File: src/rtl/map_rom_arbiter_pkg.sv
// map_arb_pkg: shared types for the map ROM arbiter.
//   DEF_ADDR_W / DEF_DATA_W : default ROM address and word widths
//   arb_tag_t               : per-access tag carried alongside the ROM latency
//   owner_e                 : owner of the ROM slot in a given cycle
package map_arb_pkg;
   localparam int DEF_ADDR_W = 16;
   localparam int DEF_DATA_W = 12;
   typedef struct packed {
      logic       valid;
      logic       is_draw;
      logic [2:0] idx;
   } arb_tag_t;
   typedef enum logic [1:0] {OWN_IDLE, OWN_DRAW, OWN_PROBE} owner_e;
endpackage

File: src/rtl/map_rom_arbiter_rr_pick.sv
// rr_pick: NP-way round-robin priority picker.
//   i_req          : request vector
//   i_ptr          : index with highest priority this cycle
//   o_grant_onehot : one-hot grant
//   o_grant_idx    : index of the grant
//   o_any          : some request is granted
module rr_pick #(
   parameter int NP = 3
) (
   input  logic [NP-1:0] i_req,
   input  logic [2:0]    i_ptr,
   output logic [NP-1:0] o_grant_onehot,
   output logic [2:0]    o_grant_idx,
   output logic          o_any
);
   int w_j;
   always_comb begin
      o_grant_onehot = '0;
      o_grant_idx    = '0;
      o_any          = 1'b0;
      w_j            = 0;
      // walk from the farthest candidate back to i_ptr so the nearest requester is written last
      for (int k = NP - 1; k >= 0; k--) begin
         w_j = int'(i_ptr) + k;
         w_j = (w_j >= NP) ? w_j - NP : w_j;
         if (i_req[w_j]) begin
            o_grant_onehot      = '0;
            o_grant_onehot[w_j] = 1'b1;
            o_grant_idx         = 3'(w_j);
            o_any               = 1'b1;
         end
      end
   end
endmodule

File: src/rtl/map_rom_arbiter.sv
// map_rom_arbiter: shares the single-port map ROM between the draw fetch and NP probes.
// Draw has top priority, probes share the remaining slots round-robin, and read data
// is steered back to its owner by a tag pipeline matched to the ROM latency.
// Optional starvation guard: define MAP_ARB_STARVE_GUARD_EN.
//   clk, rst                       : clock, synchronous active-high reset
//   i_draw_req/addr                : draw request and address
//   o_draw_rdata/rvalid            : draw return
//   i_probe_req/addr               : per-probe request, packed addresses
//   o_probe_ack                    : one-hot grant pulse
//   o_probe_rdata/rvalid           : shared probe data, one-hot return strobe
//   o_rom_addr / i_rom_data        : ROM interface
//   o_draw_miss                    : draw lost its slot to a starving probe
module map_rom_arbiter
   import map_arb_pkg::*;
#(
   parameter int NP           = 3,
   parameter int ADDR_W       = DEF_ADDR_W,
   parameter int DATA_W       = DEF_DATA_W,
   parameter int ROM_LAT      = 1,
   parameter int STARVE_LIMIT = 64
) (
   input  logic                 clk,
   input  logic                 rst,
   input  logic                 i_draw_req,
   input  logic [ADDR_W-1:0]    i_draw_addr,
   output logic [DATA_W-1:0]    o_draw_rdata,
   output logic                 o_draw_rvalid,
   input  logic [NP-1:0]        i_probe_req,
   input  logic [NP*ADDR_W-1:0] i_probe_addr,
   output logic [NP-1:0]        o_probe_ack,
   output logic [DATA_W-1:0]    o_probe_rdata,
   output logic [NP-1:0]        o_probe_rvalid,
   output logic [ADDR_W-1:0]    o_rom_addr,
   input  logic [DATA_W-1:0]    i_rom_data,
   output logic                 o_draw_miss
);
   logic [2:0]        r_rr_ptr;
   logic [ADDR_W-1:0] r_rom_addr;
   arb_tag_t          r_tag [ROM_LAT+1];
   logic [NP-1:0]     w_rr_onehot;
   logic [2:0]        w_rr_idx;
   logic              w_rr_any;
   logic              w_starve_any;
   logic [2:0]        w_starve_idx;
   owner_e            w_owner;
   logic [2:0]        w_idx;
   logic [ADDR_W-1:0] w_probe_addr;
   arb_tag_t          w_last;

   rr_pick #(.NP(NP)) u_pick (
      .i_req         (i_probe_req),
      .i_ptr         (r_rr_ptr),
      .o_grant_onehot(w_rr_onehot),
      .o_grant_idx   (w_rr_idx),
      .o_any         (w_rr_any)
   );

`ifdef MAP_ARB_STARVE_GUARD_EN
   logic [7:0] r_wait [NP];
   always_comb begin
      w_starve_any = 1'b0;
      w_starve_idx = '0;
      // descending scan leaves the lowest-index starving probe selected
      for (int i = NP - 1; i >= 0; i--) begin
         if (i_probe_req[i] && r_wait[i] >= 8'(STARVE_LIMIT)) begin
            w_starve_any = 1'b1;
            w_starve_idx = 3'(i);
         end
      end
   end
   always_ff @(posedge clk) begin
      for (int i = 0; i < NP; i++)
         r_wait[i] <= (rst || o_probe_ack[i]) ? 8'd0 :
                      (i_probe_req[i] && r_wait[i] != 8'hFF) ? r_wait[i] + 8'd1 : r_wait[i];
   end
   assign o_draw_miss = w_starve_any & i_draw_req & ~rst;
`else
   assign w_starve_any = 1'b0;
   assign w_starve_idx = '0;
   assign o_draw_miss  = 1'b0;
`endif

   always_comb begin
      w_owner      = rst          ? OWN_IDLE  :
                     w_starve_any ? OWN_PROBE :
                     i_draw_req   ? OWN_DRAW  :
                     w_rr_any     ? OWN_PROBE : OWN_IDLE;
      w_idx        = w_starve_any ? w_starve_idx : w_rr_idx;
      w_probe_addr = i_probe_addr[w_idx*ADDR_W +: ADDR_W];
      o_probe_ack  = '0;
      if (w_owner == OWN_PROBE) o_probe_ack[w_idx] = 1'b1;
   end

   always_ff @(posedge clk) begin
      if (rst) begin
         r_rr_ptr   <= '0;
         r_rom_addr <= '0;
         for (int s = 0; s <= ROM_LAT; s++) r_tag[s] <= '0;
      end else begin
         if (w_owner == OWN_PROBE) r_rr_ptr <= (w_idx == 3'(NP - 1)) ? 3'd0 : w_idx + 3'd1;
         if (w_owner == OWN_DRAW) r_rom_addr <= i_draw_addr;
         else if (w_owner == OWN_PROBE) r_rom_addr <= w_probe_addr;
         r_tag[0] <= '{valid: w_owner != OWN_IDLE, is_draw: w_owner == OWN_DRAW, idx: w_idx};
         for (int s = 1; s <= ROM_LAT; s++) r_tag[s] <= r_tag[s-1];
      end
   end

   // the last tag stage lines up with the cycle rom_data is valid
   always_comb begin
      w_last         = r_tag[ROM_LAT];
      o_probe_rvalid = '0;
      if (w_last.valid && !w_last.is_draw) o_probe_rvalid[w_last.idx] = 1'b1;
   end

   assign o_rom_addr    = r_rom_addr;
   assign o_draw_rvalid = w_last.valid & w_last.is_draw;
   assign o_draw_rdata  = i_rom_data;
   assign o_probe_rdata = i_rom_data;
endmodule
File: config.mk
export PLATFORM = sky130hd
export DESIGN_NAME = map_rom_arbiter
export DESIGN_NICKNAME = d
export VERILOG_FILES = /design/src/rtl/map_rom_arbiter_pkg.sv /design/src/rtl/map_rom_arbiter_rr_pick.sv /design/src/rtl/map_rom_arbiter.sv
export SDC_FILE = /design/constraint.sdc
export NUM_CORES = 1
export LEC_CHECK = 0
export ABC_AREA = 1
export BUFFER_PORTS_ARGS = -buffer_cell sky130_fd_sc_hd__buf_4
export CORE_MARGIN = 1.5
export CORE_UTILIZATION = 40
export CTS_CLUSTER_SIZE = 12
export DETAILED_ROUTE_END_ITERATION = 10
export HOLD_SLACK_MARGIN = 0.15
export PLACE_DENSITY = 0.69
export SLEW_MARGIN = 20
export SYNTH_ARGS = -nofsm -noshare
export SYNTH_HDL_FRONTEND = slang
export SYNTH_HIERARCHICAL = 1
export SYNTH_SLANG_ARGS = --single-unit
export TNS_END_PERCENT = 30
File: constraint.sdc
create_clock -name clk -period 4.85 [get_ports clk]
set_input_delay 0.97 -clock clk [delete_from_list [all_inputs] [get_ports clk]]
set_output_delay 0.97 -clock clk [all_outputs]
set_load 0.1 [all_outputs]
==> flow_summary.json <==
{
  "placed_cells": 491,
  "hold_buffers": 0,
  "fin_nets": 516,
  "cp.required_ns": 3.88,
  "hold_path_class": "reg2reg",
  "cts_max_path_buffers": 2,
  "wire_per_inst_um": 13.0,
  "status": "finished clean",
  "areaGrowthSynthToFinish_pct": 28.5,
  "num_io_pins": 130,
  "end_kind": "output port",
  "setup_viol": 0,
  "cts_sinks": 29,
  "max_cap_viol_count": 0,
  "die_w_um": 79.6,
  "final.fill_count": 559,
  "post_cts_buffers": 0,
  "worst_path_largest_cell_delay_ns": 0.50,
  "finalCritPeriodShare_pct": 89.1,
  "globalplace.congestion": 0.871,
  "final_cells": 499,
  "worst_pin_slew_ns": 0.515,
  "rsz0062_at_grt": "false",
  "hpwl_mm": 5.00,
  "grt_overflow": 0,
  "cp_cell_sequence": "buf_4 > inv_6 > ha_1 > inv_1 > nand2_2 > nand4_4 > nand2_2 > nand2_4 > nand2_2 > nand3_4 > nand2_2 > nand2_1 > nand3_1 > nand2_1 > nor2_4 > inv_1 > nor3_2 > buf_4",
  "hold_viol": 0,
  "crit_path_max_fanout": 12,
  "worstSkewPairLatency_ns": 0.28,
  "critPathKind": "reg2out",
  "relSlewSlack_pct": 65.5,
  "cpMostUsedCell": "nand2_2",
  "max_clock_freq_mhz": 231,
  "avgSynthCellArea_um2": 6.49,
  "syn-instance-count": 362,
  "start_util_pct": 42.2,
  "cts_buffers": 5,
  "drt-initial-drc-count": 116,
  "antennaDiodeCount": 0,
  "die_h_um": 79.6,
  "cpMaxStageDelayCell": "dfxtp_1",
  "cts_resized": 0,
  "wl_met1_mm": 2.65,
  "grt_max_degree": 23,
  "mappedNetlistNets": 452,
  "skew_ns": 0.00113,
  "rows": 27,
  "period_needed_ns": 4.32,
  "clk_pin_slew_worst_paths_ns": 0.06,
  "grt_usage_pct": 19.9,
  "dieArea_um2": 6340,
  "coreArea_um2": 5570,
  "routed.top_layer": "met4",
  "critPathTopFamily": "simple AND/OR/NAND/NOR gates",
  "first_pass_iters": 4,
  "slew_violations": 0,
  "port_buffers": 92,
  "ant_nets": 0,
  "wirelength_mm": 6.48,
  "cp_num_buf_inv": 5,
  "wl_met3_um": 473,
  "drc": 0,
  "viasPerCell": 5.00,
  "clockRootBuffer": "clkbuf_8",
  "cts_tree": "done",
  "setup_tns_ns": 0,
  "grt_antenna_before_repair": 0,
  "grt_pass1_vias": 2162,
  "wl_met2_mm": 3.23,
  "grt_pass1_wl_mm": 9.87,
  "via_count": 2494,
  "drive_gt1_share_pct": 31.6,
  "cp.arrival_ns": 3.35,
  "htree_levels": 2,
  "start_kind": "register",
  "ys_warn_count": 6,
  "synth_area_um2": 2350
}
-- per-layer routing --
metal	vias up	track usage, %
li1	1262	-
met1	1121	23.6
met2	99	34.7
met3	12	4.69
met4	0	7.19
met5	-	0
-- registers in the layout (all words and copies together), names as in the netlist --
register,cells
r_rr_ptr,3
o_rom_addr,16
r_tag,10
-- cell type report --
| type | instances | area [um2] | area share [%] |
|---|---|---|---|
| Timing Repair Buffer | 96 | 721 | 23.9 |
| Inverter | 46 | 183 | 6.05 |
| Multi-Input combinational cell | 248 | 1310 | 43.5 |
| Tap cell | 72 | 90.1 | 2.98 |
| Clock buffer | 5 | 68.8 | 2.28 |
| Clock inverter | 3 | 65.1 | 2.15 |
| Sequential cell | 29 | 581 | 19.2 |
-- through the flow --
stage	hold slack, ns	worst slack (ns)	util (%)	instance area, um2
finish	0.404	0.526	54.2	3020
floorplan	0.388	0.386	-	2350
CTS	0.406	0.487	54.2	3020
global route	0.422	0.255	54.2	3020
detailed placement	0.395	0.815	51.8	2890
global placement	0.391	0.950	51.8	2890
-- layout by cell type (no fill, tap or decap), types with 3 or more instances in the layout --
cell and count:
nand3_1 60, nor2_1 28, nand2_1 72, inv_2 3, nand2_4 3, nor2_2 3, buf_4 96, clkbuf_8 5
ha_1 8, nand2_2 9, nand4_1 4, dfxtp_1 29, inv_1 40, a21oi_1 36, o21ai_0 9
-- path summary, 6_finish.rpt --
kind,from,to,slack [ns],cells past startpoint
min,r_tag[0][1],r_tag[0][6],0.40,2
max reg2reg,r_rr_ptr[0],o_rom_addr[1],1.63,20
min reg2reg,r_tag[0][1],r_tag[0][6],0.40,2
max,r_rr_ptr[0],o_probe_ack[0],0.53,18
-- worst register-to-register path, cell delays in order (launching register included) --
cell and delay, ns:
dfxtp_1 0.50, buf_4 0.24, inv_6 0.06, ha_1 0.38, inv_1 0.09, nand2_2 0.10, nand4_4 0.08, nand2_2 0.10
nand3_1 0.11, nand3_4 0.13, nand2_2 0.06, nand2_1 0.06, nand2_1 0.04, nand2_1 0.05, nand2_1 0.11, buf_4 0.24
nor2_4 0.36, nand2_1 0.10, nand3_1 0.14, nand2_1 0.09, a21oi_1 0.12
Power is not shown: default switching activity piles up to over one toggle a cycle in this logic, so the estimate is an artifact.
